[src/rtl/ascon_ctrl.sv]
// ascon_ctrl: Moore control FSM for the ASCON-128 permutation datapath stage.
// Sequences INIT (12 rounds), one AD block (6 rounds), NB_PT_BLOCKS plaintext
// blocks (6 rounds each, the last one absorbed by FINAL's 12 rounds) and TAG.
// Ports:
//   clock_i, resetb_i        clock, asynchronous active-low reset
//   start_i                  begin a message (sampled only in IDLE)
//   data_valid_i             upstream data word present (sampled only in WAIT states)
//   data_ready_o             word consumed this cycle
//   select_o, enable_o       state-register input mux select and enable
//   xor_data_begin_o         XOR data word into x0 before the round
//   xor_key_begin_o          XOR 0||K||0 before the round
//   xor_key_end_o            XOR K into last 128 bits after the round
//   xor_ext_end_o            XOR domain-separation bit after the round
//   round_o                  round-constant index 0..11
//   cipher_valid_o           ciphertext capture strobe
//   tag_valid_o, done_o      tag capture strobe / end-of-message pulse
//   busy_o                   high from leaving IDLE until returning to it
module ascon_ctrl #(
    parameter int NB_PT_BLOCKS = 4
) (
    input  logic       clock_i,
    input  logic       resetb_i,
    input  logic       start_i,
    input  logic       data_valid_i,
    output logic       data_ready_o,
    output logic       select_o,
    output logic       enable_o,
    output logic       xor_data_begin_o,
    output logic       xor_key_begin_o,
    output logic       xor_key_end_o,
    output logic       xor_ext_end_o,
    output logic [3:0] round_o,
    output logic       cipher_valid_o,
    output logic       tag_valid_o,
    output logic       busy_o,
    output logic       done_o
);
    typedef enum logic [2:0] {IDLE, INIT, WAIT_AD, AD, WAIT_PT, PT, FINAL, TAG} state_t;
    typedef struct packed {
        logic       ready;
        logic       select;
        logic       enable;
        logic       xdb;
        logic       xkb;
        logic       xke;
        logic       xee;
        logic [3:0] round;
        logic       cipher;
        logic       tag;
        logic       busy;
        logic       done;
    } out_t;

    localparam logic [3:0] LAST_BLK = 4'(NB_PT_BLOCKS - 1);

    state_t     state_q, state_d;
    logic [3:0] rnd_q, rnd_d, blk_q, blk_d;
    out_t       out_q, out_d;
    logic       last_rnd, run_d, blk_first_d, fin_first_d;

    assign last_rnd = rnd_q == 4'd11;

    always_comb begin
        state_d = state_q;
        rnd_d   = rnd_q;
        blk_d   = blk_q;
        case (state_q)
            IDLE:    if (start_i) begin
                state_d = INIT;
                rnd_d   = 4'd0;
            end
            INIT:    if (last_rnd) state_d = WAIT_AD; else rnd_d = rnd_q + 4'd1;
            WAIT_AD: if (data_valid_i) begin
                state_d = AD;
                rnd_d   = 4'd6;
            end
            AD:      if (last_rnd) begin
                state_d = WAIT_PT;
                blk_d   = 4'd0;
            end else rnd_d = rnd_q + 4'd1;
            // The last plaintext block is absorbed by FINAL rather than PT.
            WAIT_PT: if (data_valid_i) begin
                state_d = blk_q == LAST_BLK ? FINAL : PT;
                rnd_d   = blk_q == LAST_BLK ? 4'd0 : 4'd6;
            end
            PT:      if (last_rnd) begin
                state_d = WAIT_PT;
                blk_d   = blk_q + 4'd1;
            end else rnd_d = rnd_q + 4'd1;
            FINAL:   if (last_rnd) state_d = TAG; else rnd_d = rnd_q + 4'd1;
            default: begin
                state_d = IDLE;
                rnd_d   = 4'd0;
            end
        endcase
    end

    // Outputs are decoded from the next state so that registering them makes
    // them line up with the state they describe.
    always_comb begin
        run_d       = state_d inside {INIT, AD, PT, FINAL};
        blk_first_d = (state_d == AD || state_d == PT) && rnd_d == 4'd6;
        fin_first_d = state_d == FINAL && rnd_d == 4'd0;
        out_d.ready  = blk_first_d || fin_first_d;
        out_d.select = state_d != IDLE && !(state_d == INIT && rnd_d == 4'd0);
        out_d.enable = run_d;
        out_d.xdb    = blk_first_d || fin_first_d;
        out_d.xkb    = fin_first_d;
        out_d.xke    = (state_d == INIT || state_d == FINAL) && rnd_d == 4'd11;
        out_d.xee    = state_d == AD && rnd_d == 4'd11;
        out_d.round  = run_d ? rnd_d : 4'd0;
        out_d.cipher = (state_d == PT && rnd_d == 4'd6) || fin_first_d;
        out_d.tag    = state_d == TAG;
        out_d.busy   = state_d != IDLE;
        out_d.done   = state_d == TAG;
    end

    always_ff @(posedge clock_i or negedge resetb_i) begin
        if (!resetb_i) begin
            state_q <= IDLE;
            rnd_q   <= '0;
            blk_q   <= '0;
            out_q   <= '0;
        end else begin
            state_q <= state_d;
            rnd_q   <= rnd_d;
            blk_q   <= blk_d;
            out_q   <= out_d;
        end
    end

    assign data_ready_o     = out_q.ready;
    assign select_o         = out_q.select;
    assign enable_o         = out_q.enable;
    assign xor_data_begin_o = out_q.xdb;
    assign xor_key_begin_o  = out_q.xkb;
    assign xor_key_end_o    = out_q.xke;
    assign xor_ext_end_o    = out_q.xee;
    assign round_o          = out_q.round;
    assign cipher_valid_o   = out_q.cipher;
    assign tag_valid_o      = out_q.tag;
    assign busy_o           = out_q.busy;
    assign done_o           = out_q.done;
endmodule

[config.mk]
export PLATFORM = sky130hd
export DESIGN_NAME = ascon_ctrl
export DESIGN_NICKNAME = d
export VERILOG_FILES = /design/src/rtl/ascon_ctrl.sv
export SDC_FILE = /design/constraint.sdc
export NUM_CORES = 1
export LEC_CHECK = 0
export CORE_MARGIN = 3
export CORE_UTILIZATION = 46
export DETAILED_ROUTE_END_ITERATION = 12
export GPL_TIMING_DRIVEN = 0
export MAX_ROUTING_LAYER = met4
export PLACE_DENSITY = 0.69
export SYNTH_ARGS = -nofsm -noshare
export SYNTH_HDL_FRONTEND = slang
export SYNTH_SLANG_ARGS = --single-unit
[constraint.sdc]
create_clock -name clock_i -period 4.9 [get_ports clock_i]
set_input_delay 0.735 -clock clock_i [delete_from_list [all_inputs] [get_ports clock_i]]
set_output_delay 0.735 -clock clock_i [all_outputs]
set_load 0.02 [all_outputs]
## Yosys cells after proc, flatten, opt, wreduce, memory -nomap -nowiden

Cells that the tools add are included.

| storage, ports and cells | value |
|---|---|
| bits in registers | 24 |
| bits of input ports | 4 |
| output and inout port bits | 15 |
| logic and storage cells | 70 |

| operators by class | value |
|---|---|
| add/sub/neg operators | 2 |
| equality and inequality tests | 17 |
| mux-type cells | 18 |
| reductions and logical operators | 20 |

Operator list:

| cell | count |
|---|---|
| 4-bit 2-to-1 mux | 7 |
| 3-bit 2-to-1 mux | 7 |
| 3-bit equality test, second input constant | 6 |
| 3-bit case mux with 6 select lines | 1 |
| 4-bit case mux with 4 select lines | 1 |
| 3-bit by 2-bit equality test with 1-bit output, second input constant | 3 |
| 4-bit by 1-bit adder with 4-bit output, second input constant | 2 |
| 4-bit equality test, second input constant | 2 |
| 4-bit case mux with 2 select lines | 1 |
| 1-bit logical AND | 7 |
| 3-bit by 1-bit equality test with 1-bit output, second input constant | 2 |
| 4-bit by 2-bit equality test with 1-bit output, second input constant | 1 |
| 4-bit by 3-bit equality test with 1-bit output, second input constant | 1 |
| 4-bit zero test | 1 |
| 1-bit logical OR | 4 |
| 2-bit inequality test, second input constant | 2 |
| 4-bit nonzero test | 1 |
| 4-bit OR reduction | 1 |
| 3-bit zero test | 1 |
| 3-bit AND reduction | 1 |
| 3-bit nonzero test | 1 |
| 2-bit 2-to-1 mux | 1 |
| 2-bit nonzero test | 1 |
| 2-bit OR reduction | 1 |
| 1-bit zero test | 1 |

## Logic depth before layout (Yosys ltp)

| logic depth | value |
|---|---|
| word-level depth | 8 |
| depth in mapped cells | 8 |
| mapped depth without buffers | 8 |

## Least setup slack after synthesis

No wires, ideal clock.

| timing path | value |
|---|---|
| kind | input -> register |
| start | input port data_valid_i |
| end | register out_q, in the netlist round_o[0] |
| setup time | 0.119 ns |
| arrival time | 2.127 ns |
| required time | 4.781 ns |
| slack | 2.654 ns |
| stages on the path | 7 |
| buffers on the path | 1 |
| cells stage by stage | and4bb_2 o21ai_1 or4_1 buf_4 o22ai_1 inv_2 and2_1 |

RTL lines:

| item | RTL line | source |
|---|---|---|
| start, declared | 24 | `input logic data_valid_i,` |
| end signal, assigned | 128 | `out_q <= out_d;` |
| end, declared | 58 | `out_t out_q, out_d;` |

==> flow_summary.ini <==
[sta]
period_minus_slack_ns = 2.80
post-route-period-util_pct = 57.0
tightestPinTransition_ns = 1.07
finalHoldViolCount = 0
max-slew-margin-rel_pct = 28.7
rsz0062_at_grt = false
max_freq_ghz = 0.358
fin_skew_ns = 0.00845
setup_viol_count_final = 0
tns_ns = 0
final_max_slew_viol_count = 0

[synth]
async_flop_share_pct = 100
synth_simple_gate_area_share_pct = 23.3
synth-compound-area-share_pct = 20.7
syn_nets = 150
synth_edf_count = 0
synth.cell_area_um2 = 1340
synthFlopType = dfrtp_1
ys_top_cells_by_area = dfrtp_1 (45%), nor2_1 (4.2%), o21ai_0 (3.0%), nand2_1 (2.8%), nor2b_1 (2.8%)
yosysWarnings = 0
synth_top_family_by_area = simple AND/OR/NAND/NOR gates
synth_cell_types = 43
synthMuxAreaShare_pct = 1.59
yosysSeqAreaShare_pct = 45.0
synth_cells = 144
synth-seq-cells = 24
synth_fa_ha_area_share_pct = 1.87
netlist.area_leader.share_pct = 45.0
synth_most_common_cell = dfrtp_1
synth-xor-area-share_pct = 0.656
yosysTopAreaCell = dfrtp_1
avgSynthCellArea_um2 = 9.27
synth_top_cells_by_count = dfrtp_1 (24), nor2_1 (15), nand2_1 (10)

[layout]
fill_cells = 233
diodes = 0
design_area_um2 = 1610
multi_input_area_um2 = 643
area_delta_synth_final_pct = 20.2
drive_gt1_share_pct = 11.4
seqCellArea_um2 = 601
nets = 173

[die]
fp.dieH_um = 59.9
core_um2 = 2610
dieArea_um2 = 3580
start_util_pct = 51.1
num_rows = 18
die_w_um = 59.9
io_pins = 19

[worst_setup_path]
required_ns = 5.15
cpPeakStageDelay_ns = 0.67
path_class = in -> reg
slowest_stage = a311oi_1
cp.arrival_ns = 3.05
path_cells = clkdlybuf4s50_1, and4bb_2, nor3_1, o221a_2, a311oi_1, nand3_1, a21boi_1
worstSetupEndpointType = flop
start_kind = input pin
crit_fanout = 7

[grt]
grt_util_met2_pct = 32.1
track_usage_pct = 20.6
use_met3_pct = 2.81
antenna_found_initial = 0
grt-busiest-layer = met2
grt_pass1_vias = 1210
grt_pass1_wl_um = 5450
grt_overflow_total = 0
grt_start_max_net_pins = 25
use_met1_pct = 26.8

[pwr]
powerDensity_nw_per_um2 = 559
peakVddDrop_mv = 0.351
power.leakage_uw = 0.000674

[clock_tree]
clock_latency_ns = 0.32
cts_resized = 0
ctsHtreeMaxLevel = 1
post_cts_buffers = 0
tritoncts = yes
cts_buffers = 3
cts-root-buf = clkbuf_4
cts.sinks = 24
clock_path_buffers = 2
hold_buffers = 0
path_clk_slew_ns = 0.14

[run_status]
outcome = finished clean

[placement]
dp_hpwl_um = 2210
placed_area_um2 = 1550
port_buffers = 18
gp_congestion = 0.896

[drt]
drc = 0
viasPerCell = 6.07
firstDrtPassIters = 5
wirelength_um = 3130
drtIter0Drc = 52
route.vias.total = 1190
wl_per_cell_um = 16.0
ant_nets = 0

[hold_path]
worst_hold_path_type = reg -> reg

[flow_run]
maxCapViolCount = 0
==> critical path: cells and delay by family <==
family | cells | cell delay, ns
AND/OR/NAND/NOR | 3 | 0.66
buffers and inverters | 1 | 0.56
AO/OA/AOI/OAI | 3 | 1.09
==> cells by family (layout without fill, tap and decap cells) <==
kind of cell,count (synthesis),count (layout)
AOI/OAI and AO/OA,40,40
xor gates and xnor gates,1,1
adders and majority gates,2,2
buffers and inverters,18,40
DFF,24,24
muxes,2,2
and+or+nand+nor,57,57
==> worst paths after layout <==
| check | slack [ns] | cells after the start | endpoint | start |
|---|---|---|---|---|
| max | 2.10 | 7 | xor_data_begin_o | data_valid_i |
| min | 0.55 | 2 | blk_q[3] | blk_q[3] |
| max reg2reg | 2.42 | 7 | xor_data_begin_o | rnd_q[1] |
| min reg2reg | 0.55 | 2 | blk_q[3] | blk_q[3] |
| max in group asynchronous | 3.28 | 1 | rnd_q[1] | resetb_i |
| min in group asynchronous | 0.97 | 1 | round_o[2] | resetb_i |
==> flip-flops by register name, summed over array words and instances (netlist names), 3 cells and up <==
name,flops
round_o,4
rnd_q,4
blk_q,4
state_q,3
==> final cells by class <==
| type | count | share of cell area [%] |
|---|---|---|
| Tap cell | 30 | 2.34 |
| Buffer | 9 | 3.59 |
| Clock inverter | 1 | 1.87 |
| Clock buffer | 3 | 1.40 |
| Inverter | 9 | 2.10 |
| Timing Repair Buffer | 18 | 11.2 |
| Multi-Input combinational cell | 102 | 40.1 |
| Sequential cell | 24 | 37.4 |
==> power by group <==
group	internal (µW)	switching (µW)	total, µW
Clock	82.7	61.1	144
Sequential	255	42.3	297
Combinational	192	265	456
==> layer usage <==
| layer | routed length, µm | part of all wire, % |
|---|---|---|
| met5 | 0 | 0 |
| met2 | 1480 | 47 |
| met1 | 1430 | 46 |
| met4 | 64 | 2.0 |
| met3 | 149 | 4.8 |
==> stage by stage <==
stage	power (µW)	util (%)	setup slack, ns	cells	hold slack (ns)
floorplan	613	-	2.65	144	0.439
global placement	741	59.4	1.82	192	0.503
detailed placement	749	59.4	1.78	192	0.521
CTS	897	61.4	2.10	196	0.557
global route	960	61.4	1.91	196	0.607
finish	897	61.4	2.10	196	0.553
==> placed cells by master, fill, tap and decap left out, types with 4 or more instances in the layout <==
| master | netlist | final |
|---|---|---|
| nand3_1 | 5 | 5 |
| buf_4 | 4 | 4 |
| nand2_1 | 10 | 10 |
| o21ai_0 | 8 | 8 |
| inv_2 | 4 | 4 |
| inv_1 | 5 | 5 |
| nor2_1 | 15 | 15 |
| dfrtp_1 | 24 | 24 |
| clkdlybuf4s50_1 | 0 | 18 |
| a21oi_1 | 6 | 6 |
| nor2b_1 | 6 | 6 |
| nor3_1 | 6 | 6 |
Note: power is estimated with default switching activity, not from simulation.
